## src/rtl/pwm_pkg.sv

```systemverilog
// Shared types and defaults for the counter-driven PWM generator.
// The FSM state and the step classification enums live here so that every block agrees on their encodings.
package pwm_pkg;

  localparam int DEF_WIDTH = 4;

  typedef enum logic {
    SYNC,
    RUN
  } pwm_state_t;

  // How the sampled count moved relative to the previous sample.
  typedef enum logic [1:0] {
    STEP_HOLD,
    STEP_INC,
    STEP_WRAP,
    STEP_BAD
  } step_class_t;

endpackage

```

## src/rtl/count_pwm_gen_if.sv

```systemverilog
// Duty-update handshake bundle between a duty source (master) and the PWM generator (slave).
interface count_pwm_gen_if
  import pwm_pkg::*;
#(
  parameter int WIDTH = DEF_WIDTH
);

  logic [WIDTH-1:0] duty_data;
  logic             duty_valid;
  logic             duty_ready;

  modport master (
    output duty_data,
    output duty_valid,
    input  duty_ready
  );

  modport slave (
    input  duty_data,
    input  duty_valid,
    output duty_ready
  );

endinterface

```

## src/rtl/count_step_chk.sv

```systemverilog
// Classifies the move from the previous count sample to the current one.
// This block is purely combinational: hold, +1 step, wrap to zero, or anything else as an error.
module count_step_chk
  import pwm_pkg::*;
#(
  parameter int WIDTH = DEF_WIDTH
) (
  input  logic [WIDTH-1:0] count,
  input  logic [WIDTH-1:0] count_q,
  output logic             is_hold,
  output logic             is_step,
  output logic             is_wrap,
  output logic             is_err
);

  logic [WIDTH-1:0] count_inc;

  assign count_inc = count_q + WIDTH'(1);

  assign is_hold = (count == count_q);
  // A jump to zero from any non-zero value is a wrap; this also covers an upstream restart mid-period.
  assign is_wrap = (count == '0) && (count_q != '0);
  assign is_step = (count == count_inc) && (count != '0);
  assign is_err  = !(is_hold || is_step || is_wrap);

endmodule

```

## src/rtl/count_pwm_gen.sv

```systemverilog
// PWM generator that follows a free-running upstream counter and produces a period tick on each wrap.
// Duty updates are double-buffered so that they only take effect on a wrap; illegal count steps raise a sticky flag.
module count_pwm_gen
  import pwm_pkg::*;
#(
  parameter int             WIDTH     = DEF_WIDTH,
  parameter logic [WIDTH-1:0] DUTY_INIT = '0
) (
  input  logic             clk,
  input  logic             rst,
  input  logic [WIDTH-1:0] count,
  count_pwm_gen_if.slave   duty_if,
  output logic             pwm_out,
  output logic             period_tick,
  output logic             err_skip
);

  pwm_state_t       state_q, state_d;
  logic [WIDTH-1:0] count_q, count_d;
  logic [WIDTH-1:0] active_duty_q, active_duty_d;
  logic [WIDTH-1:0] pending_q, pending_d;
  logic             pending_full_q, pending_full_d;
  logic             pwm_q, pwm_d;
  logic             tick_q, tick_d;
  logic             err_q, err_d;

  logic        is_hold, is_step, is_wrap, is_err;
  step_class_t step_class;
  logic        wrap_seen;
  logic        xfer;

  count_step_chk #(
    .WIDTH (WIDTH)
  ) u_step_chk (
    .count   (count),
    .count_q (count_q),
    .is_hold (is_hold),
    .is_step (is_step),
    .is_wrap (is_wrap),
    .is_err  (is_err)
  );

  always_comb begin
    step_class = STEP_BAD;
    if (is_wrap)      step_class = STEP_WRAP;
    else if (is_err)  step_class = STEP_BAD;
    else if (is_step) step_class = STEP_INC;
    else if (is_hold) step_class = STEP_HOLD;
  end

  // The first sample after reset has no valid predecessor, so classification only counts in RUN.
  assign wrap_seen = (state_q == RUN) && (step_class == STEP_WRAP);
  assign xfer      = duty_if.duty_valid && !pending_full_q;

  // NOTE: every signal assigned here gets a default first, so no path leaves it unassigned and no latch is inferred.
  always_comb begin
    state_d        = RUN;
    count_d        = count;
    active_duty_d  = active_duty_q;
    pending_d      = pending_q;
    pending_full_d = pending_full_q;
    err_d          = err_q;
    tick_d         = wrap_seen;

    // Draining the slot at a wrap and accepting a transfer are exclusive: a transfer needs the slot empty.
    if (wrap_seen && pending_full_q) begin
      active_duty_d  = pending_q;
      pending_full_d = 1'b0;
    end
    if (xfer) begin
      pending_d      = duty_if.duty_data;
      pending_full_d = 1'b1;
    end

    if ((state_q == RUN) && (step_class == STEP_BAD)) begin
      err_d = 1'b1;
    end

    // Compare against the duty being installed at this edge so a new duty governs the count==0 sample.
    pwm_d = (count < active_duty_d);
  end

  // NOTE: sequential state uses non-blocking assignments only, so every flop samples pre-edge values.
  always_ff @(posedge clk or negedge rst) begin
    if (!rst) begin
      state_q        <= SYNC;
      count_q        <= '0;
      active_duty_q  <= DUTY_INIT;
      // NOTE: the pending slot is reset along with its full flag so that no stale duty can leak after reset.
      pending_q      <= '0;
      pending_full_q <= 1'b0;
      pwm_q          <= 1'b0;
      tick_q         <= 1'b0;
      err_q          <= 1'b0;
    end else begin
      state_q        <= state_d;
      count_q        <= count_d;
      active_duty_q  <= active_duty_d;
      pending_q      <= pending_d;
      pending_full_q <= pending_full_d;
      pwm_q          <= pwm_d;
      tick_q         <= tick_d;
      err_q          <= err_d;
    end
  end

  assign duty_if.duty_ready = !pending_full_q;
  assign pwm_out            = pwm_q;
  assign period_tick        = tick_q;
  assign err_skip           = err_q;

endmodule

```

## src/flat_wrapper.sv

```systemverilog
// flat-port wrapper written by rule: the top's interface ports become plain ports
module count_pwm_gen_flat import pwm_pkg::*;
#(
  parameter int             WIDTH     = DEF_WIDTH,
  parameter logic [WIDTH-1:0] DUTY_INIT = '0
)
  (clk, rst, count, pwm_out, period_tick, err_skip, duty_if_duty_data, duty_if_duty_valid, duty_if_duty_ready);
  count_pwm_gen_if #(.WIDTH(WIDTH)) duty_if_i ();
  input  logic clk;
  input  logic rst;
  input  logic [WIDTH-1:0] count;
  output logic pwm_out;
  output logic period_tick;
  output logic err_skip;
  input wire logic [$bits(duty_if_i.duty_data)-1:0] duty_if_duty_data;
  input wire logic [$bits(duty_if_i.duty_valid)-1:0] duty_if_duty_valid;
  output wire logic [$bits(duty_if_i.duty_ready)-1:0] duty_if_duty_ready;
  assign duty_if_i.duty_data = duty_if_duty_data;
  assign duty_if_i.duty_valid = duty_if_duty_valid;
  assign duty_if_duty_ready = duty_if_i.duty_ready;
  count_pwm_gen #(.WIDTH(WIDTH), .DUTY_INIT(DUTY_INIT)) u_core (.clk(clk), .rst(rst), .count(count), .duty_if(duty_if_i), .pwm_out(pwm_out), .period_tick(period_tick), .err_skip(err_skip));
endmodule
```

## config.mk

```make
export PLATFORM = sky130hd
export DESIGN_NAME = count_pwm_gen_flat
export DESIGN_NICKNAME = d
export VERILOG_FILES = /design/src/rtl/pwm_pkg.sv /design/src/rtl/count_pwm_gen_if.sv /design/src/rtl/count_step_chk.sv /design/src/rtl/count_pwm_gen.sv /design/src/flat_wrapper.sv
export SDC_FILE = /design/constraint.sdc
export NUM_CORES = 1
export LEC_CHECK = 0
export BUFFER_PORTS_ARGS = -buffer_cell sky130_fd_sc_hd__buf_4
export CELL_PAD_IN_SITES_DETAIL_PLACEMENT = 2
export CELL_PAD_IN_SITES_GLOBAL_PLACEMENT = 2
export CORE_ASPECT_RATIO = 1.1
export CORE_MARGIN = 4
export CORE_UTILIZATION = 37
export DETAILED_ROUTE_END_ITERATION = 16
export PLACE_DENSITY_LB_ADDON = 0.08
export SYNTH_ARGS = -nofsm -noshare
export SYNTH_HDL_FRONTEND = slang
export SYNTH_SLANG_ARGS = --single-unit
```

## constraint.sdc

```tcl
create_clock -name clk -period 3.8 [get_ports clk]
set_clock_uncertainty 0.05 [all_clocks]
set_input_delay 0.57 -clock clk [delete_from_list [all_inputs] [get_ports clk]]
set_output_delay 0.57 -clock clk [all_outputs]
set_load 0.01 [all_outputs]
```

==> impl_metrics.toml <==
[status]
status = "finished clean"

[synth]
synth-seq-cells = 17
synth_commonest_cells = "dfrtp_1 (17), inv_1 (6), ha_1 (5), xor2_1 (5), mux2_2 (4)"
synth_area_leaders = "dfrtp_1 (52%), ha_1 (7.6%), mux2_2 (5.5%)"
syn_area_um2 = 826
synth_flop_cell = "dfrtp_1"
yosys_warnings = 0
synth_area_per_cell_um2 = 12.3
synth_edf_count = 0
syn-num-nets = 83
syn_inst = 67
synth.most_common_cell = "dfrtp_1"
seq_area_frac_synth_pct = 51.5
ys_async_sr_fraction_pct = 100
synth_top_area_share_pct = 51.5
synth_largest_area_cell = "dfrtp_1"
synth.distinct_cells = 27

[floorplanning]
rows = 17
dieHeight_um = 57.6
io_pins = 15
die-area_um2 = 3050
start_util_pct = 40.0
die_w_um = 53.0
core_area_um2 = 2060

[pwr]
ir_worst_vdd_mv = 0.231
seqPwrFrac_pct = 52.9
leakage_uw = 0.000468
combPwrFrac_pct = 25.4
p_switching_uw = 130
intPower_uw = 317
p_per_area_nw_per_um2 = 449
p_sw_share_pct = 29.0
clock_power_share_pct = 21.7

[timing]
fmax_mhz = 397
relSlewSlack_pct = 65.6
finalCriticalPeriod_ps = 2520
finalSetupTns_ps = 0
setup_viol = 0
finalHoldViolations = 0
worst_slew_pin_slew_ps = 503
final.period_utilization_pct = 66.2
drv_slew = 0
rsz0062_at_grt = "no"

[cts]
clk-insertion-delay-late_ps = 290
cts.sinks = 17
post_cts_resized = 0
clk_path_buf_depth = 2
cts_tree = "yes"
clk_pin_slew_ps = 100
ctsHoldBuffers = 0
cts_setup_buffers = 0
h-tree-depth = 1
cts-root-buf = "clkbuf_4"
cts-buffers-inserted = 3

[worst_setup_path]
cp_max_fo = 5
worstSetupStartpoint = "count[0]"
worstSetupStartpointType = "primary input"
r2r-start = "u_core.count_q[0]$_DFF_PN0_"
cp_data_arrival_time_ps = 2700
end_kind = "flop"
worstSetupPathType = "in2reg"
cp.required_ps = 3990

[grt]
grt_pass1_vias = 664
track_usage_pct = 14.3
grt_max_degree = 18
grt_pass1_wl_mm = 3.17
overflow = 0
antenna_found_initial = 0

[layout]
fillers = 237
utilization_pct = 48.2
nets = 102
n_antenna_cell = 0
final_area_um2 = 993
final_cells = 113
syn2layout_area_growth_pct = 20.3
drive_above_1_share_pct = 29.4

[placed_design]
place_hpwl_mm = 1.41
gp_congestion = 0.714
portBuffers = 14
placed_cell_area_um2 = 966
dp_cells = 109

[routing]
drcViolationCount = 0
dr.pass1.iters = 2
wl_per_cell_um = 15.4
route.final.wire_length_mm = 1.74
avgViaCountPerCell = 5.00
vias = 565
drt_iter0_markers = 5
drtAntennaViolNets = 0

[flow_run]
maxCapViolCount = 0

[min_path]
min_path_type = "in2async"
[cell usage in the layout (no fill, tap or decap), types with 2 or more instances in the layout]
master / instances
xor2_1: 5
a21oi_1: 2
inv_1: 6
nor2_1: 3
mux2i_1: 3
dfrtp_1: 17
clkbuf_4: 3
a2111oi_0: 2
ha_1: 5
nand2_1: 2
buf_4: 14
mux2_2: 4
and2_1: 2
[power by group through the flow]
stage	sequential, uW	combinational (uW)	clock (uW)
floorplan	237	71.5	0
global placement	240	111	0
detailed placement	241	116	0
CTS	237	117	103
global route	244	134	113
finish	236	113	97.1
[worst paths after layout]
check / end / slack, ps / cells after the start
setup / recovery: u_core.pwm_out$_DFF_PN0_ / 1280 / 7
hold reg to reg: u_core.active_duty_q[1]$_DFF_PN0_ / 450 / 2
hold / removal: u_core.count_q[2]$_DFF_PN0_ / 80 / 1
max in group asynchronous: u_core.active_duty_q[2]$_DFF_PN0_ / 3430 / 1
min in group clk: u_core.count_q[0]$_DFF_PN0_ / 380 / 1
setup reg to reg: u_core.pwm_out$_DFF_PN0_ / 1460 / 7
[cells by family after synthesis]
group,count (synthesis),synth area share [%]
flops,17,51.5
buf+inv,6,2.73
mux,8,10.9
fa+ha+maj,5,7.58
compound gates,9,9.39
other cells,1,0.454
simple gates,15,11.1
xor+xnor,6,6.36
[worst max-delay path: stages]
cell,delay (ps)
buf_4,130
or4_4,550
a211oi_4,340
mux2i_1,300
ha_1,280
a2111oi_0,360
a21o_1,160
[stage by stage]
| stage | total power (uW) | worst slack [ps] | hold slack (ps) |
|---|---|---|---|
| after floorplan | 309 | 1270 | 224 |
| after global placement | 351 | 1020 | 396 |
| after detailed placement | 357 | 985 | 399 |
| after CTS | 457 | 1280 | 78.3 |
| after global routing | 491 | 1140 | 69.7 |
| final | 447 | 1280 | 78.2 |
[metal layers]
layer	GRT usage, %	share of wire, %
met3	3.13	2.5
met4	4.38	0.69
met2	23.6	50
met5	0	0
met1	18.4	46
[flip-flops by register name, indices dropped and copies added (netlist names)]
| register | cells |
|---|---|
| u_core.err_skip | 1 |
| u_core.count_q | 4 |
| u_core.pending_full_q | 1 |
| u_core.pwm_out | 1 |
| u_core.pending_q | 4 |
| u_core.state_q | 1 |
| u_core.period_tick | 1 |
| u_core.active_duty_q | 4 |
[final cells by class]
cell class              count  area (um2)  area share, %
clock inverters             1        5.00          0.504
flip-flops and latches     17         425           42.8
inverters                   6        22.5           2.27
well taps                  28        35.0           3.53
repair buffers             14         105           10.6
clock buffers               3        22.5           2.27
multi-input cells          44         378           38.0
Power figures use the tool's default switching activity.
